`src/rtl/mdu_iter_if.sv`:
```
// EXE <-> multiply/divide unit HI/LO interface. EXE is the master; mdu_iter is the slave.
interface mdu_iter_if #(
    parameter int unsigned WIDTH = 32
);
    logic             start;
    logic [1:0]       op;
    logic [WIDTH-1:0] rs_val;
    logic [WIDTH-1:0] rt_val;
    logic             hi_we;
    logic             lo_we;
    logic [WIDTH-1:0] hilo_wd;
    logic             rd_hilo;
    logic             abort;
    logic [WIDTH-1:0] hi;
    logic [WIDTH-1:0] lo;
    logic             busy;
    logic             done;
    logic             stall_req;

    modport master (
        output start, op, rs_val, rt_val, hi_we, lo_we, hilo_wd, rd_hilo, abort,
        input  hi, lo, busy, done, stall_req
    );

    modport slave (
        input  start, op, rs_val, rt_val, hi_we, lo_we, hilo_wd, rd_hilo, abort,
        output hi, lo, busy, done, stall_req
    );
endinterface

```
`src/rtl/mdu_iter.sv`:
```
// Iterative MULT/MULTU/DIV/DIVU unit owning HI/LO; one shift-add/subtract step per cycle.
// Define MDU_FAST_MUL_EN for a single-cycle combinational multiply (divide stays iterative).
module mdu_iter #(
    parameter int unsigned WIDTH = 32
) (
    input logic        i_clk,
    input logic        i_rst,
    mdu_iter_if.slave  io_hilo
);
    localparam int unsigned CntW = (WIDTH > 1) ? $clog2(WIDTH) : 1;

    typedef enum logic [1:0] {StIdle, StRun, StFix} state_e;

    state_e             r_state, w_state_nxt;
    logic [CntW-1:0]    r_cnt, w_cnt_nxt;
    logic               r_is_div, w_is_div_nxt;
    logic               r_neg_q, w_neg_q_nxt;
    logic               r_neg_r, w_neg_r_nxt;
    logic               r_div0, w_div0_nxt;
    logic [WIDTH-1:0]   r_dvsr, w_dvsr_nxt;
    logic [2*WIDTH-1:0] r_acc, w_acc_nxt;
    logic [WIDTH-1:0]   r_hi, w_hi_nxt;
    logic [WIDTH-1:0]   r_lo, w_lo_nxt;
    logic               r_done, w_done_nxt;

    logic               w_busy;
    logic               w_accept;
    logic               w_rs_neg, w_rt_neg;
    logic [WIDTH-1:0]   w_rs_mag, w_rt_mag;
    logic [WIDTH:0]     w_mul_sum;
    logic [2*WIDTH-1:0] w_mul_step;
    logic [WIDTH:0]     w_shift;
    logic [WIDTH+1:0]   w_diff;
    logic               w_qbit;
    logic [WIDTH-1:0]   w_rem_step;
    logic [2*WIDTH-1:0] w_div_step;
    logic [WIDTH-1:0]   w_rem, w_quo;
    logic [WIDTH-1:0]   w_rem_neg, w_quo_neg;
    logic [2*WIDTH-1:0] w_prod_neg;
    logic               w_fast_mul;
    logic [2*WIDTH-1:0] w_fast_prod;

    assign w_busy   = (r_state != StIdle);
    assign w_accept = (r_state == StIdle) & io_hilo.start & ~io_hilo.abort;

    // Signed ops work on magnitudes; signs are re-applied in StFix.
    assign w_rs_neg = io_hilo.op[0] & io_hilo.rs_val[WIDTH-1];
    assign w_rt_neg = io_hilo.op[0] & io_hilo.rt_val[WIDTH-1];
    assign w_rs_mag = w_rs_neg ? -io_hilo.rs_val : io_hilo.rs_val;
    assign w_rt_mag = w_rt_neg ? -io_hilo.rt_val : io_hilo.rt_val;

`ifdef MDU_FAST_MUL_EN
    assign w_fast_mul  = ~io_hilo.op[1];
    assign w_fast_prod = {{WIDTH{w_rs_neg}}, io_hilo.rs_val} * {{WIDTH{w_rt_neg}}, io_hilo.rt_val};
`else
    assign w_fast_mul  = 1'b0;
    assign w_fast_prod = '0;
`endif

    // Multiply: acc = {partial product, remaining multiplier bits}, shifted right each step.
    assign w_mul_sum  = {1'b0, r_acc[2*WIDTH-1:WIDTH]} + (r_acc[0] ? {1'b0, r_dvsr} : '0);
    assign w_mul_step = {w_mul_sum, r_acc[WIDTH-1:1]};

    // Divide: acc = {partial remainder, dividend bits shifting out / quotient bits shifting in}.
    assign w_shift    = {r_acc[2*WIDTH-1:WIDTH], r_acc[WIDTH-1]};
    assign w_diff     = {1'b0, w_shift} - {2'b0, r_dvsr};
    assign w_qbit     = ~w_diff[WIDTH+1];
    assign w_rem_step = w_qbit ? w_diff[WIDTH-1:0] : w_shift[WIDTH-1:0];
    assign w_div_step = {w_rem_step, r_acc[WIDTH-2:0], w_qbit};

    // With a zero divisor the remainder ends up equal to |rs|, so the sign fix restores raw rs.
    assign w_rem      = r_acc[2*WIDTH-1:WIDTH];
    assign w_quo      = r_acc[WIDTH-1:0];
    assign w_rem_neg  = -w_rem;
    assign w_quo_neg  = -w_quo;
    assign w_prod_neg = -r_acc;

    always_comb begin
        w_state_nxt  = r_state;
        w_cnt_nxt    = r_cnt;
        w_is_div_nxt = r_is_div;
        w_neg_q_nxt  = r_neg_q;
        w_neg_r_nxt  = r_neg_r;
        w_div0_nxt   = r_div0;
        w_dvsr_nxt   = r_dvsr;
        w_acc_nxt    = r_acc;
        w_hi_nxt     = r_hi;
        w_lo_nxt     = r_lo;
        w_done_nxt   = 1'b0;

        unique case (r_state)
            StIdle: begin
                if (w_accept && w_fast_mul) begin
                    {w_hi_nxt, w_lo_nxt} = w_fast_prod;
                    w_done_nxt           = 1'b1;
                end else if (w_accept) begin
                    w_state_nxt  = StRun;
                    w_cnt_nxt    = '0;
                    w_is_div_nxt = io_hilo.op[1];
                    w_neg_q_nxt  = w_rs_neg ^ w_rt_neg;
                    w_neg_r_nxt  = w_rs_neg;
                    w_div0_nxt   = io_hilo.op[1] & (io_hilo.rt_val == '0);
                    if (io_hilo.op[1]) begin
                        w_dvsr_nxt = w_rt_mag;
                        w_acc_nxt  = {{WIDTH{1'b0}}, w_rs_mag};
                    end else begin
                        w_dvsr_nxt = w_rs_mag;
                        w_acc_nxt  = {{WIDTH{1'b0}}, w_rt_mag};
                    end
                end else if (!io_hilo.start) begin
                    if (io_hilo.hi_we) w_hi_nxt = io_hilo.hilo_wd;
                    if (io_hilo.lo_we) w_lo_nxt = io_hilo.hilo_wd;
                end
            end
            StRun: begin
                if (io_hilo.abort) begin
                    w_state_nxt = StIdle;
                end else begin
                    w_acc_nxt = r_is_div ? w_div_step : w_mul_step;
                    w_cnt_nxt = r_cnt + CntW'(1);
                    if (r_cnt == CntW'(WIDTH - 1)) w_state_nxt = StFix;
                end
            end
            StFix: begin
                w_state_nxt = StIdle;
                if (!io_hilo.abort) begin
                    w_done_nxt = 1'b1;
                    if (r_is_div) begin
                        w_lo_nxt = r_div0 ? '1 : (r_neg_q ? w_quo_neg : w_quo);
                        w_hi_nxt = r_neg_r ? w_rem_neg : w_rem;
                    end else begin
                        {w_hi_nxt, w_lo_nxt} = r_neg_q ? w_prod_neg : r_acc;
                    end
                end
            end
            default: w_state_nxt = StIdle;
        endcase
    end

    always_ff @(posedge i_clk) begin
        if (i_rst) begin
            r_state  <= StIdle;
            r_cnt    <= '0;
            r_is_div <= 1'b0;
            r_neg_q  <= 1'b0;
            r_neg_r  <= 1'b0;
            r_div0   <= 1'b0;
            r_dvsr   <= '0;
            r_acc    <= '0;
            r_hi     <= '0;
            r_lo     <= '0;
            r_done   <= 1'b0;
        end else begin
            r_state  <= w_state_nxt;
            r_cnt    <= w_cnt_nxt;
            r_is_div <= w_is_div_nxt;
            r_neg_q  <= w_neg_q_nxt;
            r_neg_r  <= w_neg_r_nxt;
            r_div0   <= w_div0_nxt;
            r_dvsr   <= w_dvsr_nxt;
            r_acc    <= w_acc_nxt;
            r_hi     <= w_hi_nxt;
            r_lo     <= w_lo_nxt;
            r_done   <= w_done_nxt;
        end
    end

    assign io_hilo.hi        = r_hi;
    assign io_hilo.lo        = r_lo;
    assign io_hilo.busy      = w_busy;
    assign io_hilo.done      = r_done;
    assign io_hilo.stall_req = w_busy & (io_hilo.start | io_hilo.rd_hilo |
                                         io_hilo.hi_we | io_hilo.lo_we);
endmodule

```
`src/flat_wrapper.sv`:
```
// flat-port wrapper written by rule: the top's interface ports become plain ports
module mdu_iter_flat 
#(
    parameter int unsigned WIDTH = 32
)
  (i_clk, i_rst, io_hilo_start, io_hilo_op, io_hilo_rs_val, io_hilo_rt_val, io_hilo_hi_we, io_hilo_lo_we, io_hilo_hilo_wd, io_hilo_rd_hilo, io_hilo_abort, io_hilo_hi, io_hilo_lo, io_hilo_busy, io_hilo_done, io_hilo_stall_req);
  mdu_iter_if #(.WIDTH(WIDTH)) io_hilo_i ();
  input logic i_clk;
  input logic i_rst;
  input wire logic [$bits(io_hilo_i.start)-1:0] io_hilo_start;
  input wire logic [$bits(io_hilo_i.op)-1:0] io_hilo_op;
  input wire logic [$bits(io_hilo_i.rs_val)-1:0] io_hilo_rs_val;
  input wire logic [$bits(io_hilo_i.rt_val)-1:0] io_hilo_rt_val;
  input wire logic [$bits(io_hilo_i.hi_we)-1:0] io_hilo_hi_we;
  input wire logic [$bits(io_hilo_i.lo_we)-1:0] io_hilo_lo_we;
  input wire logic [$bits(io_hilo_i.hilo_wd)-1:0] io_hilo_hilo_wd;
  input wire logic [$bits(io_hilo_i.rd_hilo)-1:0] io_hilo_rd_hilo;
  input wire logic [$bits(io_hilo_i.abort)-1:0] io_hilo_abort;
  output wire logic [$bits(io_hilo_i.hi)-1:0] io_hilo_hi;
  output wire logic [$bits(io_hilo_i.lo)-1:0] io_hilo_lo;
  output wire logic [$bits(io_hilo_i.busy)-1:0] io_hilo_busy;
  output wire logic [$bits(io_hilo_i.done)-1:0] io_hilo_done;
  output wire logic [$bits(io_hilo_i.stall_req)-1:0] io_hilo_stall_req;
  assign io_hilo_i.start = io_hilo_start;
  assign io_hilo_i.op = io_hilo_op;
  assign io_hilo_i.rs_val = io_hilo_rs_val;
  assign io_hilo_i.rt_val = io_hilo_rt_val;
  assign io_hilo_i.hi_we = io_hilo_hi_we;
  assign io_hilo_i.lo_we = io_hilo_lo_we;
  assign io_hilo_i.hilo_wd = io_hilo_hilo_wd;
  assign io_hilo_i.rd_hilo = io_hilo_rd_hilo;
  assign io_hilo_i.abort = io_hilo_abort;
  assign io_hilo_hi = io_hilo_i.hi;
  assign io_hilo_lo = io_hilo_i.lo;
  assign io_hilo_busy = io_hilo_i.busy;
  assign io_hilo_done = io_hilo_i.done;
  assign io_hilo_stall_req = io_hilo_i.stall_req;
  mdu_iter #(.WIDTH(WIDTH)) u_core (.i_clk(i_clk), .i_rst(i_rst), .io_hilo(io_hilo_i));
endmodule
```
`config.mk`:
```
export PLATFORM = sky130hd
export DESIGN_NAME = mdu_iter_flat
export DESIGN_NICKNAME = d
export VERILOG_FILES = /design/src/rtl/mdu_iter_if.sv /design/src/rtl/mdu_iter.sv /design/src/flat_wrapper.sv
export SDC_FILE = /design/constraint.sdc
export NUM_CORES = 1
export LEC_CHECK = 0
export CAP_MARGIN = 20
export CORE_UTILIZATION = 45
export CTS_CLUSTER_DIAMETER = 100
export DETAILED_ROUTE_END_ITERATION = 10
export PLACE_DENSITY = 0.79
export SYNTH_ARGS = -nofsm -noshare
export SYNTH_HDL_FRONTEND = slang
export SYNTH_SLANG_ARGS = --single-unit
```
`constraint.sdc`:
```
create_clock -name i_clk -period 4.5 [get_ports i_clk]
set_input_delay 1.125 -clock i_clk [delete_from_list [all_inputs] [get_ports i_clk]]
set_output_delay 1.125 -clock i_clk [all_outputs]
set_load 0.03 [all_outputs]
```
Yosys cells after proc, flatten, opt, wreduce, memory -nomap -nowiden:

Cells that the tools add are included.
W data, S select, Z words.

* register bits: 172
* latch bits: 0
* RAM bits: 0
* ROM bits: 0
* output and inout bits: 67
* word-level logic and storage cells: 88
* memories kept: 0

* $add $sub $neg: 8
* multipliers: 0
* divide/modulo/power cells: 0
* order comparisons: 0
* equal/unequal tests: 11
* shift operators: 0
* multiplexer cells: 34
* bitwise gates (word level): 13
* reduce and logical (&&, ||, !) cells: 11

Operators by type and width (count)
* $mux W32: 19
* $mux W64: 4
* $neg A32 Y32: 4
* $pmux W32 S2: 2
* $pmux W64 S2: 1
* $neg A64 Y64: 1
* $sub A33 B32 Y34: 1
* $add A32 B33 Y33: 1
* $logic_not A32 Y1: 1
* $ne A2 B2 Y1 const B: 6
* $mux W5: 2
* $pmux W5 S2: 1
* $reduce_and A5 Y1: 2
* $and A1 B1 Y1: 6
* $mux W2: 3
* $reduce_bool A2 Y1: 3
* $add A5 B1 Y5 const B: 1
* $eq A5 B5 Y1 const B: 1
* $pmux W2 S2: 1
* $reduce_and A2 Y1: 2
* $ne A3 B2 Y1 const B: 1
* $not A1 Y1: 3
* $or A1 B1 Y1: 3
* $reduce_and A3 Y1: 1
* 7 further kinds: 7

Longest topological paths before layout:

* word-level depth: 6
* gate-level depth with buffers: 15

Worst setup path after synthesis:

Ideal clock, no wire load.

* kind: input-to-reg
* start: input port io_hilo_rs_val[8]
* end: register u_core.r_acc[30]
* data arrival time: 3.396 ns
* setup slack: 0.985 ns
* stages on the path: 8
* path buffers: 0
* path through: or4_1 -> or4_1 -> nor3_1 -> nand2_1 -> o31ai_1 -> xor2_1 -> o22ai_1 -> o221a_2

* word-level cells in the longest chain between the ends: 5

Ends and longest elaborated chain
* start: declaration: RTL line flat_wrapper.sv:12 `input wire logic [$bits(io_hilo_i.rs_val)-1:0] io_hilo_rs_val;`
* $neg A32 Y32: RTL line mdu_iter.sv:49 `assign w_rs_mag = w_rs_neg ? -io_hilo.rs_val : io_hilo.rs_val;`
* $mux W32: RTL line mdu_iter.sv:49
* $mux W32: RTL line mdu_iter.sv:103 `if (io_hilo.op[1]) begin`
* $mux W64: RTL line mdu_iter.sv:96 `end else if (w_accept) begin`
* $pmux W64 S2: RTL line mdu_iter.sv:91 `unique case (r_state)`
* end signal: assignment: RTL line mdu_iter.sv:161 `r_acc <= w_acc_nxt;`
* end: declaration: RTL line mdu_iter.sv:21 `logic [2*WIDTH-1:0] r_acc, w_acc_nxt;`

No other way between the ends. The select of a mux whose other input is x is not followed.
A chain may end at the register's enable or synchronous reset.

Final worst setup path:

* start: register u_core.r_acc[0]
* end: register u_core.r_acc[56]

* word-level cells in the longest chain between the ends: 5

Ends and longest elaborated chain
* $mux W32: RTL line mdu_iter.sv:61 `assign w_mul_sum = {1'b0, r_acc[2*WIDTH-1:WIDTH]} + (r_acc[0] ? {1'b0, r_dvsr} : '0);`
* $add A32 B33 Y33: RTL line mdu_iter.sv:61
* $mux W64: RTL line mdu_iter.sv:119 `w_acc_nxt = r_is_div ? w_div_step : w_mul_step;`
* $mux W64: RTL line mdu_iter.sv:116 `if (io_hilo.abort) begin`
* $pmux W64 S2: RTL line mdu_iter.sv:91

No other way between the ends. The select of a mux whose other input is x is not followed.

==> impl_metrics.ini <==
[yosys]
post_synth_instance_area_um2 = 14400
synth.distinct_cells = 74
synth-edff-count = 0
number_of_storage_elements_in_the_synthesis_netlist = 172
synth_warnings = 0
syn_inst = 1983
synth.avg_cell_area_um2 = 7.26
synthesis.nets = 2160
postSynth.topFlopCell = dfxtp_1
synth.yosys.seq_area_share_pct = 23.9
async_flop_share_pct = 0

[placement]
place_hpwl_mm = 40.5
io_buffers = 171
place_congestion = 0.954
worst_setup_timing_slack_at_the_placement_stage_ps = 358

[critical_path]
end_kind = flop
data_required_critical_path_ps = 4780
critical_path.max_fanout = 11
cp-start-kind = flop
crit_arrival_ps = 4050
timing.critical_path.slowest_stage_cell = or4b_2
crit_path_cell_trace = inv_1 -> buf_4 -> nor2_1 -> ha_1 -> nand2_1 -> nor3b_1 -> o31a_1 -> or3_1 -> o22ai_1 -> nor3_1 -> or4b_2 -> a32oi_1 -> a41oi_1
cpLargestDelayFamily = simple AND/OR/NAND/NOR gates
critical_path_class = flop to flop
worstPathBufferInverterCount = 2
slowest_delay_ps = 620

[clocking]
postCtsHoldBufs = 0
tritoncts_clock_tree = built
clock_sinks = 172
root_buf_cell = clkbuf_16
postCtsSetupBuffers = 0
max-clock-path-buffers = 2
cts_repair_resize_count = 0
htree_depth = 4
clock_slew_at_the_register_clock_pins_of_the_worst_setup_and_hold_paths_ps = 80
tritoncts.num_buffers = 17
clk-insertion-delay-late_ps = 450

[pwr]
vdd_drop_max_mv = 0.332
total_leakage_power_nw = 6.71
power_density_nw_per_um2 = 256

[global_routing]
grt.total_usage_pct = 31.2
use_met2_pct = 48.6
first_global_vias = 14200
grt_antenna_before_repair = 0
gr-usage-met3_pct = 5.91
grt_max_degree = 70
grt_pass1_wl_mm = 80.5
global_route.overflow_total = 0
gr-max-usage-layer = met2
gr_util_met1_pct = 42.9

[sta]
grt_setup_unrepaired = false
clock_skew_ps = 18.7
slew_headroom_pct = 35.5
setup_viol = 0
hold_violations = 0
worstMarginPinSlew_ps = 966
fin_setup_tns_ps = 0
layout_setup_ws_ps = 726
hold-worst-slack_ps = 456
final.period_utilization_pct = 83.9
fmax_mhz = 265
final_max_slew_violation_count = 0
period_minus_slack_ps = 3770

[die]
placement_rows = 65
initial_core_util_pct = 45.6
io_pins = 172
die_height_um = 181
die_w_um = 181
dieArea_um2 = 32700
floorplan.core_area_um2 = 31600

[routing]
routed_wl_mm = 52.4
drc_errors = 0
ant_nets = 0
detailroute.via_count = 15800
drt-initial-drc-count = 1842
routed_via_density = 6.29
first_pass_iters = 6
wire_per_inst_um = 20.9

[cells_and_area]
antennaDiodeCount = 0
final_nets = 2274
final_layout_size_suffix_gt1_share_pct = 6.26
area_growth_syn_to_layout_pct = 18.9

[hold_path]
hold_removal_path_class = flop to flop

[outcome]
run_status = finished, final reports clean

[run]
max_cap_viol_count = 0
-- cell families (layout without fill, tap and decap cells) --
group,after synthesis,in the layout,share of synthesized area (%)
multiplexers,53,53,3.72
adder cells (fa/ha/maj),72,72,6.36
AND/OR/NAND/NOR,660,660,21.1
AO/OA/AOI/OAI,659,659,29.2
flip-flops,172,172,23.9
buffers and inverters,196,323,5.29
XOR/XNOR,171,171,10.4
-- report_power, final --
group	internal, W	switching, W
sequential	0.00160	0.0000898
clock	0.000755	0.000763
combinational	0.000470	0.000715
-- worst reg2reg max path: stages (launching register included) --
cell and delay [ps]:
dfxtp_1 330, inv_1 250, buf_4 260, nor2_1 60
ha_1 420, nand2_1 170, nor3b_1 60, o31a_1 310
or3_1 310, o22ai_1 390, nor3_1 120, or4b_2 620
a32oi_1 240, a41oi_1 60
-- synth_stat cells (6+ instances only) --
cell | count | share of area (%)
and3_1 | 8 | 0.35
a22oi_1 | 20 | 1.0
o41ai_1 | 11 | 0.67
o21a_1 | 13 | 0.68
o21ai_0 | 144 | 5.0
clkbuf_1 | 116 | 3.0
a211o_1 | 6 | 0.36
nand4_1 | 12 | 0.52
or4_1 | 19 | 0.99
mux2i_1 | 49 | 3.4
nor2_1 | 224 | 5.8
buf_1 | 7 | 0.18
o31ai_1 | 24 | 1.3
o21bai_1 | 10 | 0.52
nor3_1 | 56 | 1.9
dfxtp_1 | 172 | 24
a21o_1 | 30 | 1.6
nor2b_1 | 9 | 0.39
a21oi_1 | 210 | 7.3
and2_1 | 12 | 0.52
or2_2 | 12 | 0.52
o221ai_1 | 25 | 1.5
nor4_1 | 21 | 0.91
a211oi_1 | 41 | 2.1
o211ai_1 | 34 | 1.8
nand2_1 | 213 | 5.6
ha_1 | 70 | 6.1
inv_1 | 67 | 1.7
or3_1 | 8 | 0.35
o21ai_1 | 6 | 0.21
o22ai_1 | 8 | 0.35
xor2_1 | 73 | 4.4
nand2b_1 | 13 | 0.56
a31oi_1 | 13 | 0.56
a311oi_1 | 6 | 0.36
xnor2_1 | 98 | 6.0
nand3_1 | 27 | 0.94
-- final cells by class --
type / instances / area (um^2)
Clock buffer: 18 / 439
Clock inverter: 14 / 149
Fill cell: 3012 / 14400
Inverter: 67 / 251
Multi-Input combinational cell: 1615 / 10200
Sequential cell: 172 / 3440
Tap cell: 402 / 503
Timing Repair Buffer: 224 / 2110
-- sequential cells by signal, indices dropped and copies added, names as in the netlist, 2 cells and up --
register and cells:
u_core.r_dvsr 32, u_core.r_cnt 5, u_core.r_acc 64, u_core.io_hilo.hi 32, u_core.r_state 2, u_core.io_hilo.lo 32
-- path summary, 6_finish.rpt --
path | slack (ps) | end | from | depth (start not counted)
max | 730 | u_core.r_acc[56] | u_core.r_acc[0] | 13
min reg2reg | 460 | u_core.io_hilo.lo[15] | u_core.io_hilo.lo[15] | 2
max reg2reg | 730 | u_core.r_acc[56] | u_core.r_acc[0] | 13
min | 460 | u_core.io_hilo.lo[15] | u_core.io_hilo.lo[15] | 2
-- cells in the final DEF, fill, tap and decap left out, drive strengths merged, types with 6 or more instances in the layout --
cell type      instances
o31ai                 26
o211ai                34
o21ai                150
a22oi                 20
o41ai                 11
clkdlybuf4s50        169
o21a                  13
or4                   22
a21oi                211
a21o                  30
clkbuf                18
xnor2                 98
nand2b                15
xor2                  73
a31oi                 13
clkinv                 8
or3                    8
and3                   8
nor4                  21
o221ai                25
buf                   55
nand3                 27
nand4                 12
or2                   12
a211oi                41
dfxtp                172
nor2b                  9
nor3                  56
and2                  12
nand2                213
o21bai                10
a211o                  6
a311oi                 6
inv                   73
ha                    70
o22ai                  8
mux2i                 49
nor2                 224
-- per-stage QoR --
stage	total power [W]	util (%)	std cells	area [um^2]
floorplan	0.00243	-	1983	14400
global placement	0.00285	52.4	2479	16500
detailed placement	0.00287	52.4	2479	16500
CTS	0.00436	54.3	2511	17100
global route	0.00455	54.3	2512	17100
finish	0.00439	54.3	2512	17100
-- metal layers --
layer	wire [um]	part of all wire (%)
met1	22800	44
met2	23300	45
met3	4750	9.1
met4	1500	2.9
met5	0	0
Note: power is estimated with default switching activity, not from simulation.
